<file path="config.mk">
export PLATFORM = sky130hd
export DESIGN_NAME = jal_redirect_writeback_flat
export DESIGN_NICKNAME = d
export VERILOG_FILES = /design/src/rtl/jal_redirect_writeback_pkg.sv /design/src/rtl/jal_redirect_writeback_if.sv /design/src/rtl/jal_redirect_writeback_flush_counter.sv /design/src/rtl/jal_redirect_writeback.sv /design/src/flat_wrapper.sv
export SDC_FILE = /design/constraint.sdc
export NUM_CORES = 1
export LEC_CHECK = 0
export ABC_AREA = 1
export CAP_MARGIN = 20
export CORE_UTILIZATION = 55
export CTS_CLUSTER_DIAMETER = 60
export DETAILED_ROUTE_END_ITERATION = 10
export DONT_BUFFER_PORTS = 1
export PLACE_DENSITY = 0.84
export SYNTH_ARGS = -nofsm -noshare
export SYNTH_HDL_FRONTEND = slang
export SYNTH_HIERARCHICAL = 1
export SYNTH_SLANG_ARGS = --single-unit
</file>
<file path="constraint.sdc">
create_clock -name clock -period 1.5 [get_ports clock]
set_input_delay 0.225 -clock clock [delete_from_list [all_inputs] [get_ports clock]]
set_output_delay 0.225 -clock clock [all_outputs]
set_load 0.02 [all_outputs]
</file>
<file path="src/rtl/jal_redirect_writeback_pkg.sv">
// Shared types and constants for the JAL redirect/writeback stage.
// State encodings, the x0 index and the default datapath width.
package jal_redirect_writeback_pkg;

  localparam int XLEN_DEF = 32;
  localparam logic [4:0] REG_X0 = 5'd0;

  typedef enum logic [2:0] {
    ST_IDLE     = 3'd0,
    ST_WB       = 3'd1,
    ST_REDIRECT = 3'd2,
    ST_FLUSH    = 3'd3,
    ST_TRAP     = 3'd4
  } state_e;

  // No compressed instructions, so any nonzero low pair is a misaligned target.
  function automatic logic is_misaligned(input logic [1:0] lsb);
    return lsb != 2'b00;
  endfunction

endpackage

</file>
<file path="src/rtl/jal_redirect_writeback_if.sv">
// Handshake and data bus of the JAL redirect/writeback stage.
// The master modport is the stage itself; the slave modport is its environment.
interface jal_redirect_writeback_if #(
  parameter int XLEN = 32
);
  logic            in_valid;
  logic            in_ready;
  logic [4:0]      in_rd_addr;
  logic [XLEN-1:0] in_rd_value;
  logic [XLEN-1:0] in_next_pc;
  logic            rf_we;
  logic [4:0]      rf_waddr;
  logic [XLEN-1:0] rf_wdata;
  logic            redirect_valid;
  logic            redirect_ready;
  logic [XLEN-1:0] redirect_pc;
  logic            flush;
  logic            trap_valid;
  logic            trap_ready;
  logic [XLEN-1:0] trap_tval;
  logic            done;

  modport master (
    input  in_valid, in_rd_addr, in_rd_value, in_next_pc, redirect_ready, trap_ready,
    output in_ready, rf_we, rf_waddr, rf_wdata, redirect_valid, redirect_pc,
           flush, trap_valid, trap_tval, done
  );

  modport slave (
    output in_valid, in_rd_addr, in_rd_value, in_next_pc, redirect_ready, trap_ready,
    input  in_ready, rf_we, rf_waddr, rf_wdata, redirect_valid, redirect_pc,
           flush, trap_valid, trap_tval, done
  );
endinterface

</file>
<file path="src/rtl/jal_redirect_writeback_flush_counter.sv">
// Down-counter timing the flush window: load, decrement, zero flag.
module jal_redirect_writeback_flush_counter #(
  parameter int W = 2
) (
  input  logic         clock,
  input  logic         reset,
  input  logic         i_load,
  input  logic [W-1:0] i_load_val,
  input  logic         i_dec,
  output logic [W-1:0] o_count,
  output logic         o_zero
);
  logic [W-1:0] r_count;

  always_ff @(posedge clock) begin
    if (reset) begin
      r_count <= '0;
    end else if (i_load) begin
      r_count <= i_load_val;
    end else if (i_dec && (r_count != '0)) begin
      r_count <= r_count - W'(1);
    end
  end

  assign o_count = r_count;
  assign o_zero  = (r_count == '0);
endmodule

</file>
<file path="src/rtl/jal_redirect_writeback.sv">
// JAL retirement: write link to rd, redirect fetch, hold flush, or trap on a misaligned target.
// state    | meaning
// IDLE     | ready for a JAL ALU result
// WB       | one-cycle link write (suppressed for x0)
// REDIRECT | fetch redirect held until accepted
// FLUSH    | wrong-path kill, FLUSH_CYCLES long
// TRAP     | misaligned-target trap held until accepted
module jal_redirect_writeback
  import jal_redirect_writeback_pkg::*;
#(
  parameter int XLEN         = XLEN_DEF,
  parameter int FLUSH_CYCLES = 2
) (
  input logic clock,
  input logic reset,
  jal_redirect_writeback_if.master bus
);
  localparam int CW = $clog2(FLUSH_CYCLES + 1);
  localparam logic [CW-1:0] LOAD_VAL = CW'(FLUSH_CYCLES - 1);

  state_e          r_state, w_state_nxt;
  logic [4:0]      r_rd_addr;
  logic [XLEN-1:0] r_rd_value, r_target;
  logic            r_in_ready, r_rf_we, r_redirect_valid, r_flush, r_trap_valid, r_done;
  logic [4:0]      r_rf_waddr;
  logic [XLEN-1:0] r_rf_wdata, r_redirect_pc, r_trap_tval;

  logic            w_accept, w_cnt_load, w_cnt_dec, w_cnt_zero, w_done_d;
  logic [CW-1:0]   w_count;
  logic [4:0]      w_rd_addr;
  logic [XLEN-1:0] w_rd_value, w_target;

  assign w_accept = bus.in_valid && r_in_ready;

  // Outputs are registered from the next state, so the accept cycle must see the live inputs.
  assign w_rd_addr  = w_accept ? bus.in_rd_addr  : r_rd_addr;
  assign w_rd_value = w_accept ? bus.in_rd_value : r_rd_value;
  assign w_target   = w_accept ? bus.in_next_pc  : r_target;

  jal_redirect_writeback_flush_counter #(.W(CW)) u_flush_counter (
    .clock      (clock),
    .reset      (reset),
    .i_load     (w_cnt_load),
    .i_load_val (LOAD_VAL),
    .i_dec      (w_cnt_dec),
    .o_count    (w_count),
    .o_zero     (w_cnt_zero)
  );

  always_comb begin
    w_state_nxt = r_state;
    w_cnt_load  = 1'b0;
    w_cnt_dec   = 1'b0;
    w_done_d    = 1'b0;
    case (r_state)
      ST_IDLE: begin
        if (w_accept) begin
          w_state_nxt = is_misaligned(bus.in_next_pc[1:0]) ? ST_TRAP : ST_WB;
        end
      end
      ST_WB: w_state_nxt = ST_REDIRECT;
      ST_REDIRECT: begin
        if (bus.redirect_ready) begin
          w_state_nxt = ST_FLUSH;
          w_cnt_load  = 1'b1;
          w_done_d    = (FLUSH_CYCLES == 1);
        end
      end
      ST_FLUSH: begin
        if (w_cnt_zero) begin
          w_state_nxt = ST_IDLE;
        end else begin
          w_cnt_dec = 1'b1;
          w_done_d  = (w_count == CW'(1));
        end
      end
      ST_TRAP: begin
        if (bus.trap_ready) begin
          w_state_nxt = ST_IDLE;
          w_done_d    = 1'b1;
        end
      end
      default: w_state_nxt = ST_IDLE;
    endcase
  end

  always_ff @(posedge clock) begin
    if (reset) begin
      r_state          <= ST_IDLE;
      r_rd_addr        <= '0;
      r_rd_value       <= '0;
      r_target         <= '0;
      r_in_ready       <= 1'b1;
      r_rf_we          <= 1'b0;
      r_rf_waddr       <= '0;
      r_rf_wdata       <= '0;
      r_redirect_valid <= 1'b0;
      r_redirect_pc    <= '0;
      r_flush          <= 1'b0;
      r_trap_valid     <= 1'b0;
      r_trap_tval      <= '0;
      r_done           <= 1'b0;
    end else begin
      r_state <= w_state_nxt;
      if (w_accept) begin
        r_rd_addr  <= bus.in_rd_addr;
        r_rd_value <= bus.in_rd_value;
        r_target   <= bus.in_next_pc;
      end
      r_in_ready       <= (w_state_nxt == ST_IDLE);
      r_rf_we          <= (w_state_nxt == ST_WB) && (w_rd_addr != REG_X0);
      r_rf_waddr       <= (w_state_nxt == ST_WB) ? w_rd_addr : '0;
      r_rf_wdata       <= (w_state_nxt == ST_WB) ? w_rd_value : '0;
      r_redirect_valid <= (w_state_nxt == ST_REDIRECT);
      r_redirect_pc    <= (w_state_nxt == ST_REDIRECT) ? r_target : '0;
      r_flush          <= (w_state_nxt == ST_FLUSH);
      r_trap_valid     <= (w_state_nxt == ST_TRAP);
      r_trap_tval      <= (w_state_nxt == ST_TRAP) ? w_target : '0;
      r_done           <= w_done_d;
    end
  end

  assign bus.in_ready       = r_in_ready;
  assign bus.rf_we          = r_rf_we;
  assign bus.rf_waddr       = r_rf_waddr;
  assign bus.rf_wdata       = r_rf_wdata;
  assign bus.redirect_valid = r_redirect_valid;
  assign bus.redirect_pc    = r_redirect_pc;
  assign bus.flush          = r_flush;
  assign bus.trap_valid     = r_trap_valid;
  assign bus.trap_tval      = r_trap_tval;
  assign bus.done           = r_done;
endmodule

</file>
<file path="src/flat_wrapper.sv">
// flat-port wrapper written by rule: the top's interface ports become plain ports
module jal_redirect_writeback_flat import jal_redirect_writeback_pkg::*;
#(
  parameter int XLEN         = XLEN_DEF,
  parameter int FLUSH_CYCLES = 2
)
  (clock, reset, bus_in_valid, bus_in_rd_addr, bus_in_rd_value, bus_in_next_pc, bus_redirect_ready, bus_trap_ready, bus_in_ready, bus_rf_we, bus_rf_waddr, bus_rf_wdata, bus_redirect_valid, bus_redirect_pc, bus_flush, bus_trap_valid, bus_trap_tval, bus_done);
  jal_redirect_writeback_if #(.XLEN(XLEN)) bus_i ();
  input logic clock;
  input logic reset;
  input wire logic [$bits(bus_i.in_valid)-1:0] bus_in_valid;
  input wire logic [$bits(bus_i.in_rd_addr)-1:0] bus_in_rd_addr;
  input wire logic [$bits(bus_i.in_rd_value)-1:0] bus_in_rd_value;
  input wire logic [$bits(bus_i.in_next_pc)-1:0] bus_in_next_pc;
  input wire logic [$bits(bus_i.redirect_ready)-1:0] bus_redirect_ready;
  input wire logic [$bits(bus_i.trap_ready)-1:0] bus_trap_ready;
  output wire logic [$bits(bus_i.in_ready)-1:0] bus_in_ready;
  output wire logic [$bits(bus_i.rf_we)-1:0] bus_rf_we;
  output wire logic [$bits(bus_i.rf_waddr)-1:0] bus_rf_waddr;
  output wire logic [$bits(bus_i.rf_wdata)-1:0] bus_rf_wdata;
  output wire logic [$bits(bus_i.redirect_valid)-1:0] bus_redirect_valid;
  output wire logic [$bits(bus_i.redirect_pc)-1:0] bus_redirect_pc;
  output wire logic [$bits(bus_i.flush)-1:0] bus_flush;
  output wire logic [$bits(bus_i.trap_valid)-1:0] bus_trap_valid;
  output wire logic [$bits(bus_i.trap_tval)-1:0] bus_trap_tval;
  output wire logic [$bits(bus_i.done)-1:0] bus_done;
  assign bus_i.in_valid = bus_in_valid;
  assign bus_i.in_rd_addr = bus_in_rd_addr;
  assign bus_i.in_rd_value = bus_in_rd_value;
  assign bus_i.in_next_pc = bus_in_next_pc;
  assign bus_i.redirect_ready = bus_redirect_ready;
  assign bus_i.trap_ready = bus_trap_ready;
  assign bus_in_ready = bus_i.in_ready;
  assign bus_rf_we = bus_i.rf_we;
  assign bus_rf_waddr = bus_i.rf_waddr;
  assign bus_rf_wdata = bus_i.rf_wdata;
  assign bus_redirect_valid = bus_i.redirect_valid;
  assign bus_redirect_pc = bus_i.redirect_pc;
  assign bus_flush = bus_i.flush;
  assign bus_trap_valid = bus_i.trap_valid;
  assign bus_trap_tval = bus_i.trap_tval;
  assign bus_done = bus_i.done;
  jal_redirect_writeback #(.XLEN(XLEN), .FLUSH_CYCLES(FLUSH_CYCLES)) u_core (.clock(clock), .reset(reset), .bus(bus_i));
endmodule
</file>
==> metrics <==
worst setup path endpoint=u_core/bus.trap_valid$_SDFF_PP0_; final hold viol count=74; crit-path max cell delay=0.56 ns; status=finished, violations left; Crit. End Element=flip-flop; WL final=13.2 mm; initial antenna violation count=0; Post-Syn Instances=591; Max Slew Vio Count=0; unique cell type count in the Yosys netlist=23; number of port buffers=0; ANT nets after route=0; CP delay by family, top=buffers and inverters; Tcrit/Tclk final=98.8%; Crit path arrival time=1.93 ns; R2R setup slack=0.02 ns; Hold WC Path Type=in2reg; CTS root buf=clkbuf_8; Cells after DPL=706; P&R area growth vs syn=28.2%; gp weighted congestion=0.784; die area=10600 um2; WS Path Type=reg2reg; Clock Sinks=181; H-tree levels=4; GRT Total Usage=23.3%; Final Core Density=72.9%; synth top area cells=dfxtp_1 65%, nor2_1 11%, mux2i_1 5.7%; Final setup viols=0; GRT overflow=0; Worst path depth=6; Max Freq=675 MHz; total negative slack=0 ns; vias per cell=5.02; CP most frequent cell=nand2_2; Die Wd=103 um; Yosys top cell by area=dfxtp_1; hold_buf cts=69; register bit total from synthesis=181; Cell Chain, Critical Path=inv_1 -> nand2_2 -> nor2_4 -> nand2_2 -> a21oi_1 -> dlygate4sd3_1; first drt pass iteration count=4; Avg Cell Area, Syn=9.45 um2; Req. time, crit path=1.94 ns; commonest non-fill, non-tap cell in the layout=dfxtp_1; CP Launch Type=flip-flop; maximum vdd drop=864 uV; CTS Buf Count=17; Clock transition at path regs=0.07 ns; die height=103 um; Worst R2R End=u_core/bus.trap_valid$_SDFF_PP0_; Yosys top cell area share=64.9%; Post-route DRC=0; commonest non-fill, non-tap cells in the layout=176 x dfxtp_1, 159 x nor2_1, 69 x dlygate4sd3_1; RR Startpoint=u_core/r_state[0]$_SDFF_PP0_; Max Clock Skew=0.00554 ns; Lkg Pwr=3.13 nW; DRT iter0 DRCs=188; Hold WS=-0.208 ns; global-route wire length before repair=18.7 mm; number of diodes=0; Clock Latency Late Sink=0.50 ns; vias in the first global route=4023; Critical Path Source=u_core/r_state[0]$_SDFF_PP0_; detailed placer's ending HPWL=7.12 mm; CORE AREA=9820 um2; synthesized cell area=5590 um2; Crit-path slowest cell=dlygate4sd3_1; R2R depth=6; non-filler cells, final=813; Post-Syn Nets=666; Ys Warns=6; TritonCTS clock tree=yes; share of cells above drive strength 1=13.4%; row cnt=36; vias after detailed routing=4085; # nets final=742; starting density of the core=56.9%; clk buf depth=2; largest net degree at the start of global routing=78; Max-Cap Viols=0; CP Buf/Inv Count=2; Power Density=1460 nW/um2; Avg WL per Cell=16.2 um; I/O pins=181; failing checks=negative hold slack; CP max FO=4; register area share after synthesis=64.9%; min Tclk post-route=1.48 ns
[worst min-delay path by stage]
stage | to | slack [ns] | cells past startpoint | startpoint
after floorplan | u_core/r_state[2]$_SDFF_PP0_ | 0.30 | 1 | reset
after global placement | u_core/r_rd_value[17]$_SDFF_PP0_ | 0.30 | 1 | reset
after detailed placement | u_core/r_rd_value[19]$_SDFF_PP0_ | 0.31 | 1 | reset
after CTS | u_core/r_rd_value[19]$_SDFF_PP0_ | -0.25 | 1 | reset
after global routing | u_core/r_state[0]$_SDFF_PP0_ | -0.25 | 1 | reset
final | u_core/r_rd_value[13]$_SDFF_PP0_ | -0.21 | 1 | reset
[cells in the mapped netlist]
master	count
nand3b_1	2
nor2_1	161
buf_6	6
conb_1	2
nand2_1	54
mux2i_1	32
nor3_2	1
ha_1	1
nor2_2	22
buf_4	3
o21ai_0	39
nand3_1	7
nand3_2	1
a21oi_1	3
dfxtp_1	181
inv_1	50
buf_1	2
nor2_4	1
buf_2	6
inv_2	3
clkbuf_1	12
a21oi_2	1
nand4_1	1
[state kept, by name (all words and copies together), names as in the netlist]
signal,cells
u_core/bus.rf_we,1
u_core/bus.flush,1
u_core/bus.rf_waddr,5
u_core/r_rd_value,32
u_core/bus.trap_tval,32
u_core/r_target,32
u_core/bus.rf_wdata,32
u_core/bus.redirect_pc,32
u_core/r_rd_addr,5
u_core/bus.redirect_valid,1
u_core/bus.in_ready,1
u_core/bus.trap_valid,1
u_core/bus.done,1
u_core/r_state,3
u_core/u_flush_counter/o_count,2
[per-layer routing]
layer	part of all wire (%)	vias to the layer above	GRT usage [%]
met3	7.2	20	7.66
met1	37	1951	24.3
met2	54	155	41.6
met4	2.1	0	12.1
met5	0	-	0
li1	-	1959	-
[logic make-up after synthesis]
| logic type | synth area share [%] |
|---|---|
| other | 0.134 |
| AO/OA/AOI/OAI | 3.92 |
| AND/OR/NAND/NOR | 18.5 |
| flip-flops | 64.9 |
| buffers and inverters | 6.65 |
| adder cells (fa/ha/maj) | 0.224 |
| multiplexers | 5.73 |
[power breakdown]
part           switching (W)  internal [W]  total (W)
registers           0.000204       0.00507    0.00528
clock network        0.00184       0.00237    0.00420
logic               0.000581      0.000430    0.00101
total                0.00262       0.00787     0.0105
[stage by stage]
step | setup WS (ns) | instance area [um2] | power, W
after floorplan | 0.0972 | 5590 | 0.00599
after global placement | 0.0767 | 5730 | 0.00610
after detailed placement | 0.0267 | 5730 | 0.00615
after CTS | 0.0279 | 7000 | 0.0105
after global routing | -0.0442 | 7160 | 0.0109
final | 0.0186 | 7160 | 0.0105
[worst register-to-register path, delay by kind of cell, from the launching register on]
kind	cells	cell delay [ns]
compound gates	1	0.15
buf+inv	2	0.64
flops	1	0.33
simple gates	3	0.31
[final cells by class]
class,count,area (um2)
clock inverters,12,118
fillers,639,2660
clock buffers,20,455
flip-flops and latches,181,3630
inverters,53,199
multi-input cells,328,1650
repair buffers,86,945
well taps,133,166
[what timing repair did]
action	CTS	global route
hold endpoints to repair	144	74
gates cloned	0	4
pin swaps	0	3
gates resized for setup	1	20
endpoints found under the setup margin	1	37
setup buffers	0	2
(Power assumes the default switching activity.)
